<file path="config.mk">
export PLATFORM = sky130hd
export DESIGN_NAME = prog_loader_flat
export DESIGN_NICKNAME = d
export VERILOG_FILES = /design/src/rtl/prog_loader_pkg.sv /design/src/rtl/prog_loader_if.sv /design/src/rtl/prog_loader_timeout.sv /design/src/rtl/prog_loader.sv /design/src/flat_wrapper.sv
export SDC_FILE = /design/constraint.sdc
export NUM_CORES = 1
export LEC_CHECK = 0
export ABC_AREA = 1
export BUFFER_PORTS_ARGS = -buffer_cell sky130_fd_sc_hd__buf_2
export CAP_MARGIN = 20
export CORE_ASPECT_RATIO = 1.5
export CORE_MARGIN = 2
export CORE_UTILIZATION = 54
export CTS_CLUSTER_DIAMETER = 50
export DETAILED_ROUTE_END_ITERATION = 8
export PLACE_DENSITY = 0.87
export SKIP_CTS_REPAIR_TIMING = 1
export SYNTH_ARGS = -nofsm -noshare
export SYNTH_HDL_FRONTEND = slang
export SYNTH_HIERARCHICAL = 1
export SYNTH_SLANG_ARGS = --single-unit
</file>
<file path="constraint.sdc">
create_clock -name clk -period 2 [get_ports clk]
set_clock_uncertainty 0.05 [all_clocks]
set_input_delay 0.2 -clock clk [delete_from_list [all_inputs] [get_ports clk]]
set_output_delay 0.2 -clock clk [all_outputs]
set_load 0.02 [all_outputs]
</file>
<file path="src/rtl/prog_loader_pkg.sv">
`default_nettype none
// +----------------------------------------------------------------------------+
// | Package : loader_pkg                                                       |
// | Purpose : Shared definitions for the instruction-memory boot loader:       |
// |           FSM state encoding, default start-of-frame byte, frame field     |
// |           widths and the frame length limit helper.                        |
// | Revision: 1.0 - initial release                                            |
// +----------------------------------------------------------------------------+
package loader_pkg;

  // Default start-of-frame marker
  localparam logic [7:0] SYNC_DEFAULT = 8'hA5;

  // Frame field widths
  localparam int LEN_W  = 16;  // {LEN_HI, LEN_LO}
  localparam int WORD_W = 16;  // {W_HI, W_LO}

  // Frame parser states, named after the byte each state expects next
  typedef enum logic [2:0] {
    ST_IDLE   = 3'd0,
    ST_LEN_HI = 3'd1,
    ST_LEN_LO = 3'd2,
    ST_W_HI   = 3'd3,
    ST_W_LO   = 3'd4,
    ST_CSUM   = 3'd5,
    ST_RUN    = 3'd6
  } state_t;

  // A frame fits when its word count does not exceed the RAM depth.
  // Evaluated at 17 bits so a 16-bit address space is still representable.
  function automatic logic len_fits(input logic [LEN_W-1:0] n, input int unsigned addr_w);
    logic [LEN_W:0] depth;
    depth = (LEN_W + 1)'(1) << addr_w;
    return ({1'b0, n} <= depth);
  endfunction

endpackage
`default_nettype wire

</file>
<file path="src/rtl/prog_loader_if.sv">
`default_nettype none
// +----------------------------------------------------------------------------+
// | Interface: prog_loader_if                                                  |
// | Purpose  : Bundles the loader's byte-stream input and its instruction RAM  |
// |            write port.                                                     |
// | Signals  : rx_data[7:0], rx_valid  byte stream into the loader             |
// |            rx_ready                 loader accepts the byte                |
// |            iWE, iAddr, iData        instruction RAM write port             |
// | Modports : slave  - the loader (consumes bytes, drives RAM writes)         |
// |            master - the environment (sources bytes, observes RAM writes)   |
// | Revision : 1.0 - initial release                                           |
// +----------------------------------------------------------------------------+
interface prog_loader_if #(
  parameter int ADDR_W = 10
);
  logic [7:0]        rx_data;
  logic              rx_valid;
  logic              rx_ready;
  logic              iWE;
  logic [ADDR_W-1:0] iAddr;
  logic [15:0]       iData;

  modport slave (
    input  rx_data,
    input  rx_valid,
    output rx_ready,
    output iWE,
    output iAddr,
    output iData
  );

  modport master (
    output rx_data,
    output rx_valid,
    input  rx_ready,
    input  iWE,
    input  iAddr,
    input  iData
  );
endinterface
`default_nettype wire

</file>
<file path="src/rtl/prog_loader_timeout.sv">
`default_nettype none
// +----------------------------------------------------------------------------+
// | Module  : ld_timeout                                                       |
// | Purpose : Inter-byte idle watchdog. Down-counter reloaded by clr, counting |
// |           while en is high; expire pulses on the TIMEOUT-th idle cycle.    |
// | Ports   : clk, rst_n  clock, synchronous active-low reset                  |
// |           clr         reload (an accepted byte)                            |
// |           en          count enable (inside a frame)                        |
// |           expire      idle limit reached this cycle                        |
// | Revision: 1.0 - initial release                                            |
// +----------------------------------------------------------------------------+
module ld_timeout #(
  parameter int TIMEOUT = 1000000
) (
  input  logic clk,
  input  logic rst_n,
  input  logic clr,
  input  logic en,
  output logic expire
);

  localparam int              CNT_W = $clog2(TIMEOUT + 1);
  // Reload with TIMEOUT-1 so the zero count is reached on the TIMEOUT-th
  // enabled cycle after the reload edge.
  localparam logic [CNT_W-1:0] LOAD = CNT_W'(TIMEOUT - 1);

  logic [CNT_W-1:0] cnt_q, cnt_d;

  always_comb begin
    cnt_d = cnt_q;
    if (clr) begin
      cnt_d = LOAD;
    end else if (en && (cnt_q != '0)) begin
      cnt_d = cnt_q - 1'b1;
    end
  end

  always_ff @(posedge clk) begin
    if (!rst_n) begin
      cnt_q <= LOAD;
    end else begin
      cnt_q <= cnt_d;
    end
  end

  assign expire = en && !clr && (cnt_q == '0);

endmodule
`default_nettype wire

</file>
<file path="src/rtl/prog_loader.sv">
`default_nettype none
// +----------------------------------------------------------------------------+
// | Module  : prog_loader                                                      |
// | Purpose : Boot-time writer for the instruction memory. Parses frames       |
// |           SYNC, LEN_HI, LEN_LO, N x (W_HI, W_LO), CSUM from a byte stream, |
// |           writes the words from address 0 and holds the CPU in reset until |
// |           a frame passes its checksum.                                     |
// | Ports   : clk, rst_n  clock, synchronous active-low reset                  |
// |           bus         prog_loader_if.slave: byte stream in, RAM writes out |
// |           cpu_rst     active-high processor reset                          |
// |           done        program loaded, CPU running                          |
// |           err         last frame failed (checksum, length or timeout)      |
// | Revision: 1.0 - initial release                                            |
// +----------------------------------------------------------------------------+
module prog_loader
  import loader_pkg::*;
#(
  parameter int         ADDR_W  = 10,
  parameter logic [7:0] SYNC    = SYNC_DEFAULT,
  parameter int         TIMEOUT = 1000000
) (
  input  logic          clk,
  input  logic          rst_n,
  prog_loader_if.slave  bus,
  output logic          cpu_rst,
  output logic          done,
  output logic          err
);

  state_t              state_q, state_d;
  logic [7:0]          sum_q, sum_d;
  logic [7:0]          len_hi_q, len_hi_d;
  logic [7:0]          hi_q, hi_d;
  logic [LEN_W-1:0]    rem_q, rem_d;
  logic [ADDR_W-1:0]   addr_q, addr_d;
  logic                we_q, we_d;
  logic [WORD_W-1:0]   data_q, data_d;
  logic                err_q, err_d;
  logic                rx_ready_q, rx_ready_d;

  logic                acc;
  logic                tmo_en;
  logic                tmo_expire;
  logic [LEN_W-1:0]    len_n;
  logic [7:0]          sum_next;

  assign acc      = bus.rx_valid && rx_ready_q;
  assign len_n    = {len_hi_q, bus.rx_data};
  assign sum_next = sum_q + bus.rx_data;
  assign tmo_en   = (state_q != ST_IDLE) && (state_q != ST_RUN);

  ld_timeout #(
    .TIMEOUT (TIMEOUT)
  ) u_timeout (
    .clk    (clk),
    .rst_n  (rst_n),
    .clr    (acc),
    .en     (tmo_en),
    .expire (tmo_expire)
  );

  always_comb begin
    state_d  = state_q;
    sum_d    = sum_q;
    len_hi_d = len_hi_q;
    hi_d     = hi_q;
    rem_d    = rem_q;
    addr_d   = addr_q;
    we_d     = 1'b0;
    data_d   = data_q;
    err_d    = err_q;

    // The address advances the cycle after its write strobe.
    if (we_q) begin
      addr_d = addr_q + 1'b1;
    end

    if (acc) begin
      // Every byte after SYNC, the checksum byte included, goes into the sum.
      sum_d = sum_next;
      case (state_q)
        ST_IDLE: begin
          sum_d = sum_q;
          if (bus.rx_data == SYNC) begin
            state_d = ST_LEN_HI;
            err_d   = 1'b0;
            addr_d  = '0;
            sum_d   = '0;
          end
        end
        ST_LEN_HI: begin
          len_hi_d = bus.rx_data;
          state_d  = ST_LEN_LO;
        end
        ST_LEN_LO: begin
          if (!len_fits(len_n, ADDR_W)) begin
            err_d   = 1'b1;
            state_d = ST_IDLE;
          end else if (len_n == '0) begin
            state_d = ST_CSUM;
          end else begin
            rem_d   = len_n;
            state_d = ST_W_HI;
          end
        end
        ST_W_HI: begin
          hi_d    = bus.rx_data;
          state_d = ST_W_LO;
        end
        ST_W_LO: begin
          we_d    = 1'b1;
          data_d  = {hi_q, bus.rx_data};
          rem_d   = rem_q - 1'b1;
          state_d = (rem_q == LEN_W'(1)) ? ST_CSUM : ST_W_HI;
        end
        ST_CSUM: begin
          if (sum_next == 8'h00) begin
            state_d = ST_RUN;
          end else begin
            err_d   = 1'b1;
            state_d = ST_IDLE;
          end
        end
        default: begin
          state_d = state_q;
        end
      endcase
    end else if (tmo_expire) begin
      err_d   = 1'b1;
      state_d = ST_IDLE;
    end

    // Registered so that ready is low throughout reset and rises one cycle
    // after it, and drops in the same cycle that RUN is entered.
    rx_ready_d = (state_d != ST_RUN);
  end

  always_ff @(posedge clk) begin
    if (!rst_n) begin
      state_q    <= ST_IDLE;
      sum_q      <= '0;
      len_hi_q   <= '0;
      hi_q       <= '0;
      rem_q      <= '0;
      addr_q     <= '0;
      we_q       <= 1'b0;
      data_q     <= '0;
      err_q      <= 1'b0;
      rx_ready_q <= 1'b0;
    end else begin
      state_q    <= state_d;
      sum_q      <= sum_d;
      len_hi_q   <= len_hi_d;
      hi_q       <= hi_d;
      rem_q      <= rem_d;
      addr_q     <= addr_d;
      we_q       <= we_d;
      data_q     <= data_d;
      err_q      <= err_d;
      rx_ready_q <= rx_ready_d;
    end
  end

  assign bus.rx_ready = rx_ready_q;
  assign bus.iWE      = we_q;
  assign bus.iAddr    = addr_q;
  assign bus.iData    = data_q;
  assign cpu_rst      = (state_q != ST_RUN);
  assign done         = (state_q == ST_RUN);
  assign err          = err_q;

endmodule
`default_nettype wire

</file>
<file path="src/flat_wrapper.sv">
// flat-port wrapper written by rule: the top's interface ports become plain ports
module prog_loader_flat import loader_pkg::*;
#(
  parameter int         ADDR_W  = 10,
  parameter logic [7:0] SYNC    = SYNC_DEFAULT,
  parameter int         TIMEOUT = 1000000
)
  (clk, rst_n, cpu_rst, done, err, bus_rx_data, bus_rx_valid, bus_rx_ready, bus_iWE, bus_iAddr, bus_iData);
  prog_loader_if #(.ADDR_W(ADDR_W)) bus_i ();
  input  logic clk;
  input  logic rst_n;
  output logic cpu_rst;
  output logic done;
  output logic err;
  input wire logic [$bits(bus_i.rx_data)-1:0] bus_rx_data;
  input wire logic [$bits(bus_i.rx_valid)-1:0] bus_rx_valid;
  output wire logic [$bits(bus_i.rx_ready)-1:0] bus_rx_ready;
  output wire logic [$bits(bus_i.iWE)-1:0] bus_iWE;
  output wire logic [$bits(bus_i.iAddr)-1:0] bus_iAddr;
  output wire logic [$bits(bus_i.iData)-1:0] bus_iData;
  assign bus_i.rx_data = bus_rx_data;
  assign bus_i.rx_valid = bus_rx_valid;
  assign bus_rx_ready = bus_i.rx_ready;
  assign bus_iWE = bus_i.iWE;
  assign bus_iAddr = bus_i.iAddr;
  assign bus_iData = bus_i.iData;
  prog_loader #(.ADDR_W(ADDR_W), .SYNC(SYNC), .TIMEOUT(TIMEOUT)) u_core (.clk(clk), .rst_n(rst_n), .bus(bus_i), .cpu_rst(cpu_rst), .done(done), .err(err));
endmodule
</file>
-- Yosys cells after proc, flatten, opt, wreduce, memory -nomap -nowiden
Index checks and enable logic that the tools add are counted.
Widths: inputs -> output; s select.
- equality and inequality tests: 17
- reduce and logical (&&, ||, !) cells: 22
- add/sub/neg operators: 4
- order comparisons: 1
- mux-type cells: 24
- bitwise gates (word level): 1
- operators by type and width (operator ; number):
    $mux 10 ; 4
    $mux 16 ; 2
    $pmux 16 s2 ; 1
    $mux 3 ; 7
    $logic_not 20->1 ; 1
    $reduce_bool 20->1 ; 1
    $sub 20x1->20 const B ; 1
    $pmux 3 s6 ; 1
    $eq 16x1->1 const B ; 1
    $le 16x11->1 const B ; 1
    $logic_not 16->1 ; 1
    $mux 8 ; 2
    $sub 16x1->16 const B ; 1
    $ne 3x3->1 const B ; 4
    $add 10x1->10 const B ; 1
    $reduce_and 2->1 ; 5
    $eq 3x3->1 const B ; 3
    $add 8x8->8 ; 1
    $eq 8x8->1 const B ; 1
    $logic_not 8->1 ; 1
    $eq 3x2->1 const B ; 2
    $mux 1 ; 6
    $logic_and 1x1->1 ; 5
    $reduce_and 5->1 ; 1
    other kinds (13) ; 15
- output and inout bits: 31
- logic and storage cells: 80
- register bits: 92
- input bits: 11

-- Logic depth before layout (Yosys ltp)
Gate-level depths: netlist of the first run.
- word-level depth: 7
- depth in mapped cells: 17
- gate-level depth less buffers: 17

-- Cells and area by module
The synthesis of the first run kept the hierarchy.
- modules (own cells, without submodules) (module ; cells an instance ; area an instance (um^2) ; instances):
    prog_loader ; 566 ; 3808.7 ; 1
    ld_timeout ; 205 ; 1286.2 ; 1

-- Worst setup path before layout of the first run
Ideal clock, no wire load.
- path kind: register to register
- from: register u_core.state_q[2]
- to: register u_core.rx_ready_q, in the netlist u_core/bus.rx_ready
- required time: 1840 ps
- library setup time: 110 ps
- arrival time: 1798 ps
- cell stages (with the launch flop): 12
- path slack: 43 ps
- cells stage by stage: dfxtp_1 -> nand2_1 -> nor2_1 -> nor2_1 -> nand2_1 -> nor2_1 -> nor2_1 -> nand2_1 -> nand2_1 -> nand3_1 -> nand2_1 -> inv_1
- word-level cells in the longest chain between the ends: 7
- elaborated cells between the ends (all ways): 16
- those cells by class: eq/ne: 7; mux: 4; reduce/logical: 5
- RTL lines (item ; RTL line ; RTL):
    from (decl) ; prog_loader.sv:30 ; state_t state_q, state_d;
    from (signal assigned) ; prog_loader.sv:151 ; state_q <= state_d;
    $ne 3x3->1 or $reduce_bool 3->1 (tied branches) ; prog_loader.sv:50 ; assign tmo_en = (state_q != ST_IDLE) && (state_q != ST_RUN);
    $logic_and 1x1->1 * ; prog_loader.sv:50 ;
    named net u_core.tmo_en ; prog_loader.sv:42 ; logic tmo_en;
    $logic_and 1x1->1 * (2 in series) ; prog_loader_timeout.sv:46 ; assign expire = en && !clr && (cnt_q == '0);
    named net u_core.tmo_expire ; prog_loader.sv:43 ; logic tmo_expire;
    $mux 3 * ; prog_loader.sv:128 ; end else if (tmo_expire) begin
    $mux 3 * ; prog_loader.sv:78 ; if (acc) begin
    $ne 3x3->1 * ; prog_loader.sv:135 ; rx_ready_d = (state_d != ST_RUN);
    to (signal assigned) ; prog_loader.sv:160 ; rx_ready_q <= rx_ready_d;
    to (decl) ; prog_loader.sv:39 ; logic rx_ready_q, rx_ready_d;
The timed path passes the listed nets; every way through them passes the cells marked *.
A chain may end at the register's enable or synchronous reset.

-- Worst setup path in the final report of the first run
- from: register u_core.sum_q[0]
- to: register u_core.rx_ready_q, in the netlist u_core/bus.rx_ready
- word-level cells in the longest chain between the ends: 6
- RTL lines (item ; RTL line ; RTL):
    from (decl) ; prog_loader.sv:31 ; logic [7:0] sum_q, sum_d;
    from (signal assigned) ; prog_loader.sv:152 ; sum_q <= sum_d;
    $add 8x8->8 ; prog_loader.sv:49 ; assign sum_next = sum_q + bus.rx_data;
    $logic_not 8->1 ; prog_loader.sv:117 ; if (sum_next == 8'h00) begin
    $mux 3 ; prog_loader.sv:117 ;
    $pmux 3 s6 ; prog_loader.sv:81 ; case (state_q)
    $mux 3 ; prog_loader.sv:78 ;
    $ne 3x3->1 ; prog_loader.sv:135 ;
No other way between the ends.

==> results.py, run 1 <==
metrics = {
    "grt": {
        "grt_pass1_wl_mm": 21.6,
        "grt_pass1_vias": 4879,
        "overflow": 0,
        "antenna_found_initial": 0,
        "grt_use_total": 0.260,
        "grt_max_degree": 37,
    },
    "timing": {
        "fmax_mhz": 503,
        "drv_slew": 0,
        "relSlewSlack": 0.705,
        "hold_viol_final": 0,
        "finalWorstSetupSlack_ns": 0.0109,
        "hold_ws_ns": 0.120,
        "period_share": 0.995,
        "fin_crit_ns": 1.99,
        "tightest_slew_ns": 0.442,
        "rsz0062_at_grt": "true",
        "setup_viol": 0,
    },
    "logic_synthesis": {
        "yosysWarnings": 6,
        "synth_cell_types": 42,
        "async_flop_share": 0,
        "ys.flop_type": "dfxtp_1",
        "syn-cell-area_um2": 5090,
        "avgSynthCellArea_um2": 6.61,
        "ys_ff_latch": 92,
        "syn_nets": 795,
        "synth_edf_count": 0,
        "ys_seq_area_frac": 0.361,
        "synthCells": 771,
    },
    "route": {
        "avgRoutedWirePerCell_um": 13.5,
        "remaining_drc_errors": 0,
        "first_pass_iters": 5,
        "ant_nets": 0,
        "totalWireLength_mm": 12.9,
        "routed_via_density": 5.45,
        "routed-via-count": 5183,
        "initialDrtViolationCount": 279,
    },
    "floorplanning": {
        "start_util": 0.554,
        "fp-row-count": 43,
        "die_x_um": 83.3,
        "core_region_area_um2": 9200,
        "io_pins": 42,
        "die-area_um2": 10200,
        "fp.dieH_um": 123,
    },
    "worst_setup_path": {
        "cp-start-kind": "register",
        "critical_path.top_delay_family": "simple AND/OR/NAND/NOR gates",
        "worstPathCellList": "ha_4, fa_2, nor2_2, nand3_1, nor2_2, nand3_1, nor2_1, nand2_1, nand2_1, nand2_1, nand2_1, nand3_1, nand2_1, inv_1",
        "path_class": "register to register",
        "slowest_stage": "fa_2",
        "critPathRequiredTime_ns": 2.19,
        "critical_path_arrival_ns": 2.18,
        "cp_common_cell": "nand2_1",
        "end_kind": "register",
        "slowest_delay_ns": 0.44,
        "crit_fanout": 2,
        "cp_num_buf_inv": 1,
    },
    "final_layout": {
        "fin_cells": 951,
        "postLayoutCellArea_um2": 5890,
        "antenna-diode-count": 0,
        "nets": 858,
        "fillers": 842,
        "final_layout_size_suffix_gt1_frac": 0.157,
        "syn_to_final_growth_pct": 15.6,
    },
    "clocking": {
        "clk_path_buf_depth": 2,
        "cts_tree": "yes",
        "clkLatencyLatePin_ns": 0.35,
        "clockRootBuffer": "clkbuf_16",
        "cts_inserted_buffers": 9,
        "cts_max_level": 3,
        "path_clk_slew_ns": 0.07,
        "clock_sinks": 92,
    },
    "place": {
        "gp_congestion": 0.919,
        "place_hpwl_mm": 9.43,
        "dp_cells": 934,
        "placed_area_um2": 5570,
        "io_buffers": 41,
        "place_ws_ns": -0.0743,
    },
    "hold_path": {
        "hp-class": "input pin to register",
    },
    "flow_run": {
        "drv_cap": 0,
    },
    "outcome": {
        "status": "finished, final reports clean",
    },
    "power_and_ir_drop": {
        "p_leak_uw": 0.00266,
        "pwr_density_cell_nw_per_um2": 614,
        "vdd_drop_max_uv": 536,
        "power_uw": 3620,
    },
}
## synthesized netlist by cell type (3+ instances only)
| master | instances | area share |
|---|---|---|
| nor3_1 | 4 | 0.0039 |
| buf_2 | 9 | 0.0088 |
| nor2_2 | 7 | 0.0086 |
| nor2_1 | 106 | 0.078 |
| dfxtp_1 | 92 | 0.36 |
| inv_1 | 71 | 0.052 |
| nand3_1 | 78 | 0.077 |
| ha_1 | 12 | 0.029 |
| o21ai_0 | 35 | 0.034 |
| inv_2 | 5 | 0.0037 |
| clkbuf_1 | 10 | 0.0074 |
| nand4_1 | 8 | 0.0098 |
| buf_6 | 4 | 0.0088 |
| o21ai_1 | 4 | 0.0039 |
| xor2_1 | 5 | 0.0086 |
| nor4_1 | 3 | 0.0037 |
| xnor2_1 | 10 | 0.017 |
| nand2_1 | 197 | 0.15 |
| a21boi_0 | 4 | 0.0059 |
| a21oi_1 | 73 | 0.072 |
| o21ai_2 | 3 | 0.0052 |
| o21a_1 | 4 | 0.0059 |
## layer usage
metal  GRT usage  share of wire
met5           0              0
met4       0.148          0.043
met3      0.0407          0.040
met2       0.493           0.53
met1       0.271           0.39
## cells by family after synthesis
kind of cell             after synthesis  synth area share
AO/OA/AOI/OAI                        131             0.141
multiplexers                           1           0.00196
buffers and inverters                101            0.0833
adder cells (fa/ha/maj)               13            0.0334
flip-flops                            92             0.361
AND/OR/NAND/NOR                      418             0.353
XOR/XNOR                              15            0.0258
## worst register-to-register path: cells and delay by family (launching register included)
family                     cells  cell delay [ns]
DFF                            1             0.36
and+or+nand+nor               11             0.87
adders and majority gates      2             0.58
buffers and inverters          1             0.03
## worst paths after layout
kind                            slack, ns                  end                start  depth (start not counted)
worst max-delay path                 0.01  u_core/bus.rx_ready      u_core/sum_q[0]                         14
worst min-delay path                 0.12  u_core/bus.iData[3]       bus_rx_data[3]                          3
worst max register to register       0.01  u_core/bus.rx_ready      u_core/sum_q[0]                         14
worst min register to register       0.41  u_core/bus.iData[0]  u_core/bus.iData[0]                          2
## cell usage in the layout, fill, tap and decap left out, types with 2 or more instances in the layout
| cell | n |
|---|---|
| a211oi_1 | 2 |
| a211oi_2 | 2 |
| a21boi_0 | 4 |
| a21oi_1 | 72 |
| a21oi_2 | 2 |
| buf_2 | 41 |
| buf_4 | 34 |
| clkbuf_16 | 9 |
| clkinv_2 | 2 |
| clkinvlp_4 | 2 |
| dfxtp_1 | 91 |
| ha_1 | 11 |
| inv_1 | 70 |
| inv_2 | 6 |
| inv_6 | 2 |
| nand2_1 | 196 |
| nand2_2 | 3 |
| nand3_1 | 78 |
| nand3b_1 | 2 |
| nand4_1 | 8 |
| nor2_1 | 101 |
| nor2_2 | 12 |
| nor2_4 | 2 |
| nor3_1 | 4 |
| nor3b_1 | 2 |
| nor4_1 | 3 |
| o21a_1 | 4 |
| o21ai_0 | 35 |
| o21ai_1 | 4 |
| o21ai_2 | 3 |
| or2_2 | 2 |
| xnor2_1 | 10 |
| xor2_1 | 5 |
## power breakdown
part           total, µW  internal, µW  switching, µW
registers           1840          1830           2.25
logic                191          64.8            126
clock network       1590           848            742
## state kept, by name, summed over array words and instances (netlist names)
register                cells
u_core/bus.iAddr           10
u_core/bus.iData           16
u_core/bus.iWE              1
u_core/bus.rx_ready         1
u_core/err                  1
u_core/hi_q                 8
u_core/len_hi_q             8
u_core/rem_q               16
u_core/state_q              3
u_core/sum_q                8
u_core/u_timeout/cnt_q     20
## metrics by stage
stage,TNS [ns],util
final,0,0.640
after global placement,-0.0548,0.606
after detailed placement,-0.0985,0.606
after CTS,-0.104,0.636
after floorplan,0,-
after global routing,-0.409,0.640
## cell type report
| type | count | area [µm²] | share of cell area |
|---|---|---|---|
| inverter | 77 | 289 | 0.0491 |
| tap | 112 | 140 | 0.0238 |
| clock inverter | 7 | 51.3 | 0.00871 |
| sequential | 92 | 1840 | 0.313 |
| multi-input combinational | 578 | 2860 | 0.486 |
| clock buffer | 9 | 225 | 0.0382 |
| timing repair buffer | 76 | 480 | 0.0815 |
No activity file was read; power rests on OpenSTA's default activity.
==> inputs of run 2 (changes only) <==
--- a/config.mk
+++ b/config.mk
@@ -6,6 +6,7 @@
 export NUM_CORES = 1
 export LEC_CHECK = 0
 export ABC_AREA = 1
+export ABC_CLOCK_PERIOD_IN_PS = 2000
 export BUFFER_PORTS_ARGS = -buffer_cell sky130_fd_sc_hd__buf_2
 export CAP_MARGIN = 20
 export CORE_ASPECT_RATIO = 1.5
@@ -14,6 +15,7 @@
 export CTS_CLUSTER_DIAMETER = 50
 export DETAILED_ROUTE_END_ITERATION = 8
 export PLACE_DENSITY = 0.87
+export RECOVER_POWER = 100
 export SKIP_CTS_REPAIR_TIMING = 1
 export SYNTH_ARGS = -nofsm -noshare
 export SYNTH_HDL_FRONTEND = slang
==> results.py, run 2 (same netlist as run 1, synthesis figures left out) <==
metrics = {
    "flow_run": {
        "drv_cap": 0,
    },
    "worst_setup_path": {
        "r2r_slack_ns": 0.008,
        "crit_start": "u_core/sum_q[0]",
        "slowest_stage": "fa_2",
        "cp_common_cell": "nand2_1",
        "r2r_start": "u_core/sum_q[0]",
        "cp-start-kind": "register",
        "crit_fanout": 2,
        "r2r-end": "u_core/bus.rx_ready",
        "slowest_delay_ns": 0.44,
        "critPathRequiredTime_ns": 2.19,
        "path_class": "register to register",
        "r2r_cells": 14,
        "worstPathCellList": "ha_4, fa_2, nor2_2, nand3_1, nor2_2, nand3_1, nor2_1, nand2_1, nand2_1, nand2_1, nand2_1, nand3_1, nand2_1, inv_1",
        "end_kind": "register",
        "critical_path_arrival_ns": 2.19,
        "critPathCapture": "u_core/bus.rx_ready",
    },
    "place": {
        "dp_cells": 934,
        "gp_congestion": 0.919,
        "io_buffers": 41,
        "place_ws_ns": -0.0743,
        "place_hpwl_mm": 9.43,
    },
    "final_layout": {
        "syn_to_final_growth_pct": 14.8,
        "final_layout_size_suffix_gt1_frac": 0.119,
        "top_register": "u_core/u_timeout/cnt_q",
        "fin_cells": 951,
        "antenna-diode-count": 0,
        "fillers": 857,
        "nets": 858,
        "largest_reg_flops": 20,
        "postLayoutCoreUtil": 0.636,
        "final_cell_mix": "nand2_1 (196), nor2_1 (101), dfxtp_1 (91)",
        "mostFrequentLayoutCell": "nand2_1",
    },
    "route": {
        "initialDrtViolationCount": 281,
        "wl_met1_mm": 5.02,
        "routed_via_density": 5.45,
        "first_pass_iters": 5,
        "avgRoutedWirePerCell_um": 13.6,
        "totalWireLength_mm": 12.9,
        "wl_met3_um": 467,
        "ant_nets": 0,
        "routed-via-count": 5187,
        "remaining_drc_errors": 0,
        "top_layer": "met4",
        "met2WireLength_mm": 6.94,
    },
    "grt": {
        "grt_pass1_vias": 4879,
        "grt_max_degree": 37,
        "antenna_found_initial": 0,
        "grt_pass1_wl_mm": 21.6,
        "grt_use_total": 0.260,
        "overflow": 0,
    },
    "clocking": {
        "cts_inserted_buffers": 9,
        "clock_sinks": 92,
        "path_clk_slew_ns": 0.07,
        "clockRootBuffer": "clkbuf_16",
        "clkLatencyLatePin_ns": 0.35,
        "clk_path_buf_depth": 2,
        "cts_tree": "yes",
        "cts_max_level": 3,
    },
    "timing": {
        "relSlewSlack": 0.636,
        "period_share": 0.996,
        "fin_crit_ns": 1.99,
        "fmax_mhz": 502,
        "setup_viol": 0,
        "rsz0062_at_grt": "true",
        "drv_slew": 0,
        "hold_viol_final": 0,
        "finalWorstSetupSlack_ns": 0.00764,
        "tightest_slew_ns": 0.545,
    },
    "hold_path": {
        "min-delay-start": "bus_rx_data[3]",
        "hp-class": "input pin to register",
    },
    "floorplanning": {
        "io_pins": 42,
        "fp.dieH_um": 123,
        "die-area_um2": 10200,
        "fp-row-count": 43,
        "die_x_um": 83.3,
        "start_util": 0.554,
        "core_region_area_um2": 9200,
    },
    "power_and_ir_drop": {
        "power_frac_comb": 0.053,
        "p_leak_uw": 0.00253,
        "power_switching_share": 0.240,
        "internal-power_uw": 2750,
        "pwr_density_cell_nw_per_um2": 618,
        "pwr-share-seq": 0.508,
        "clkPwrFrac": 0.439,
        "vdd_drop_max_uv": 535,
        "p_sw_uw": 868,
    },
    "outcome": {
        "status": "finished, final reports clean",
    },
}
## run 2: cell types whose count changed in the layout (fill, tap and decap cells not counted)
cell,previous run,this run
clkbuf_1,0,31
buf_2,41,12
inv_2,6,5
inv_1,70,71
buf_4,34,32
## run 2: power groups by stage
stage	logic, µW	registers (µW)	clock network (µW)
5_1_grt	207	1840	1690
3_5_place_dp	185	1880	0
3_3_place_gp	183	1880	0
4_1_cts	185	1840	1620
6_report	190	1840	1590
2_1_floorplan	93.8	1880	0
## run 2: metal layers
metal,global-route usage,vias to the layer above
met2,0.493,124
met3,0.0407,37
met1,0.271,2395
li1,-,2631
met5,0,-
met4,0.148,0
## run 2: area by class of cell
type / count / area, µm² / area share
multi-input cells: 578 / 2860 / 0.490
flip-flops and latches: 92 / 1840 / 0.315
repair buffers: 76 / 437 / 0.0747
inverters: 77 / 289 / 0.0494
clock buffers: 9 / 225 / 0.0385
well taps: 112 / 140 / 0.0240
clock inverters: 7 / 51.3 / 0.00877
## run 2: through the flow
step	cell area [µm²]	setup TNS (ns)	power [µW]	hold slack (ns)
global placement	5570	-0.0548	2060	0.396
floorplan	5090	0	1970	0.288
global route	5850	-0.409	3730	0.131
detailed placement	5570	-0.0985	2060	0.401
finish	5850	0	3610	0.123
CTS	5850	-0.104	3640	0.115
## run 2: how the worst min path moves through the flow
stage / cells after the start / end
after global placement: 2 / u_core/bus.iData[3]
after CTS: 3 / u_core/bus.iData[3]
final: 3 / u_core/bus.iData[3]
after floorplan: 2 / u_core/hi_q[4]
after detailed placement: 2 / u_core/bus.iData[11]
after global routing: 3 / u_core/bus.iData[3]
## run 2: critical path, delay by kind of cell, from the launching register on
family        cells  cell delay (ns)
simple gates     11             0.87
fa+ha+maj         2             0.58
flops             1             0.36
buf+inv           1             0.03
==> inputs of run 3 (changes only) <==
--- a/config.mk
+++ b/config.mk
@@ -14,7 +14,7 @@
 export CORE_UTILIZATION = 54
 export CTS_CLUSTER_DIAMETER = 50
 export DETAILED_ROUTE_END_ITERATION = 8
-export PLACE_DENSITY = 0.87
+export PLACE_DENSITY = 0.81
 export RECOVER_POWER = 100
 export SKIP_CTS_REPAIR_TIMING = 1
 export SYNTH_ARGS = -nofsm -noshare
==> results.py, run 3 (same netlist as run 1, synthesis figures left out) <==
metrics = {
    "outcome": {
        "status": "complete, but fails checks",
        "violations": "setup timing",
    },
    "clocking": {
        "cts_max_level": 3,
        "clkLatencyLatePin_ns": 0.34,
        "clock_sinks": 92,
        "path_clk_slew_ns": 0.06,
        "cts_tree": "yes",
        "clockRootBuffer": "clkbuf_16",
        "clk_path_buf_depth": 2,
        "cts_inserted_buffers": 9,
    },
    "worst_setup_path": {
        "cp-start-kind": "register",
        "r2r_start": "u_core/sum_q[0]",
        "critPathRequiredTime_ns": 2.19,
        "end_kind": "register",
        "path_class": "register to register",
        "r2r_slack_ns": -0.08,
        "crit_fanout": 2,
        "critical_path_arrival_ns": 2.27,
        "crit_start": "u_core/sum_q[0]",
    },
    "route": {
        "routed_via_density": 5.52,
        "initialDrtViolationCount": 253,
        "routed-via-count": 5214,
        "avgRoutedWirePerCell_um": 13.8,
        "ant_nets": 0,
        "first_pass_iters": 5,
        "remaining_drc_errors": 0,
        "totalWireLength_mm": 13.0,
    },
    "timing": {
        "drv_slew": 0,
        "hold_viol_final": 0,
        "rsz0062_at_grt": "true",
        "fin_tns_setup_ns": -0.610,
        "fmax_mhz": 481,
        "period_share": 1.04,
        "tightest_slew_ns": 0.606,
        "setup_viol": 17,
        "relSlewSlack": 0.595,
        "fin_crit_ns": 2.08,
        "finalWorstSetupSlack_ns": -0.0780,
        "hold_ws_ns": 0.121,
    },
    "grt": {
        "grt_pass1_wl_mm": 21.8,
        "grt_use_total": 0.259,
        "antenna_found_initial": 0,
        "grt_max_degree": 30,
        "overflow": 0,
        "grt_pass1_vias": 5028,
    },
    "place": {
        "gp_congestion": 0.930,
        "place_ws_ns": -0.130,
        "place_hpwl_mm": 9.42,
        "io_buffers": 41,
    },
    "hold_path": {
        "min-delay-start": "bus_rx_data[7]",
        "hp-class": "input pin to register",
    },
    "floorplanning": {
        "fp.dieH_um": 123,
        "io_pins": 42,
        "core_region_area_um2": 9200,
        "die-area_um2": 10200,
        "die_x_um": 83.3,
        "fp-row-count": 43,
        "start_util": 0.554,
    },
    "flow_run": {
        "drv_cap": 0,
    },
    "final_layout": {
        "antenna-diode-count": 0,
        "top_register": "u_core/u_timeout/cnt_q",
        "largest_reg_flops": 20,
        "syn_to_final_growth_pct": 13.5,
        "final_cell_mix": "nand2_1 (198), nor2_1 (104), dfxtp_1 (91)",
        "mostFrequentLayoutCell": "nand2_1",
        "final_layout_size_suffix_gt1_frac": 0.0998,
        "nets": 851,
    },
    "power_and_ir_drop": {
        "power_switching_share": 0.227,
        "pwr-share-seq": 0.495,
        "power_frac_comb": 0.048,
        "vdd_drop_max_uv": 507,
        "internal-power_uw": 2860,
        "p_sw_uw": 841,
        "pwr_density_cell_nw_per_um2": 641,
        "clkPwrFrac": 0.457,
        "p_leak_uw": 0.00249,
    },
}
run 3: stage by stage:
stage	area, µm²	util	total power, µW	instances
floorplan	5090	-	1970	771
global placement	5520	0.600	2050	927
detailed placement	5520	0.600	2050	927
CTS	5810	0.632	3730	943
global route	5780	0.629	3820	944
finish	5780	0.629	3710	944
run 3: worst max-delay path, cell delays in order, from the launching register on:
cell and delay (ns):
dfxtp_2 0.36, ha_4 0.15, fa_2 0.44, nor2_2 0.10, nand3_1 0.09, nor2_2 0.14, nand3_1 0.09, nor2_1 0.12
nand2_1 0.08, nand2_1 0.07, nand2_1 0.06, nand2_1 0.06, nand3_1 0.06, nand2_1 0.08, inv_1 0.04
run 3: cell type report:
class	count	area, µm²
flip-flops and latches	92	1840
clock inverters	5	61.3
well taps	112	140
repair buffers	69	363
inverters	77	289
multi-input cells	578	2860
fillers	851	3420
clock buffers	11	233
run 3: final timing paths:
check | end | depth (start not counted)
worst max-delay path | u_core/bus.rx_ready | 14
worst min-delay path | u_core/bus.iData[7] | 3
worst max register to register | u_core/bus.rx_ready | 14
worst min register to register | u_core/bus.iData[0] | 2
run 3: routing by layer:
metal	wire (µm)	global-route usage	up-vias
li1	-	-	2618
met4	325	0.124	0
met1	5100	0.274	2403
met3	606	0.0360	33
met2	6960	0.501	160
met5	0	0	-
run 3: power by group through the flow:
stage	Clock (µW)	Combinational (µW)	Sequential [µW]
final	1690	176	1840
after global routing	1790	193	1840
after CTS	1720	173	1840
after detailed placement	0	172	1880
after global placement	0	168	1880
after floorplan	0	93.8	1880
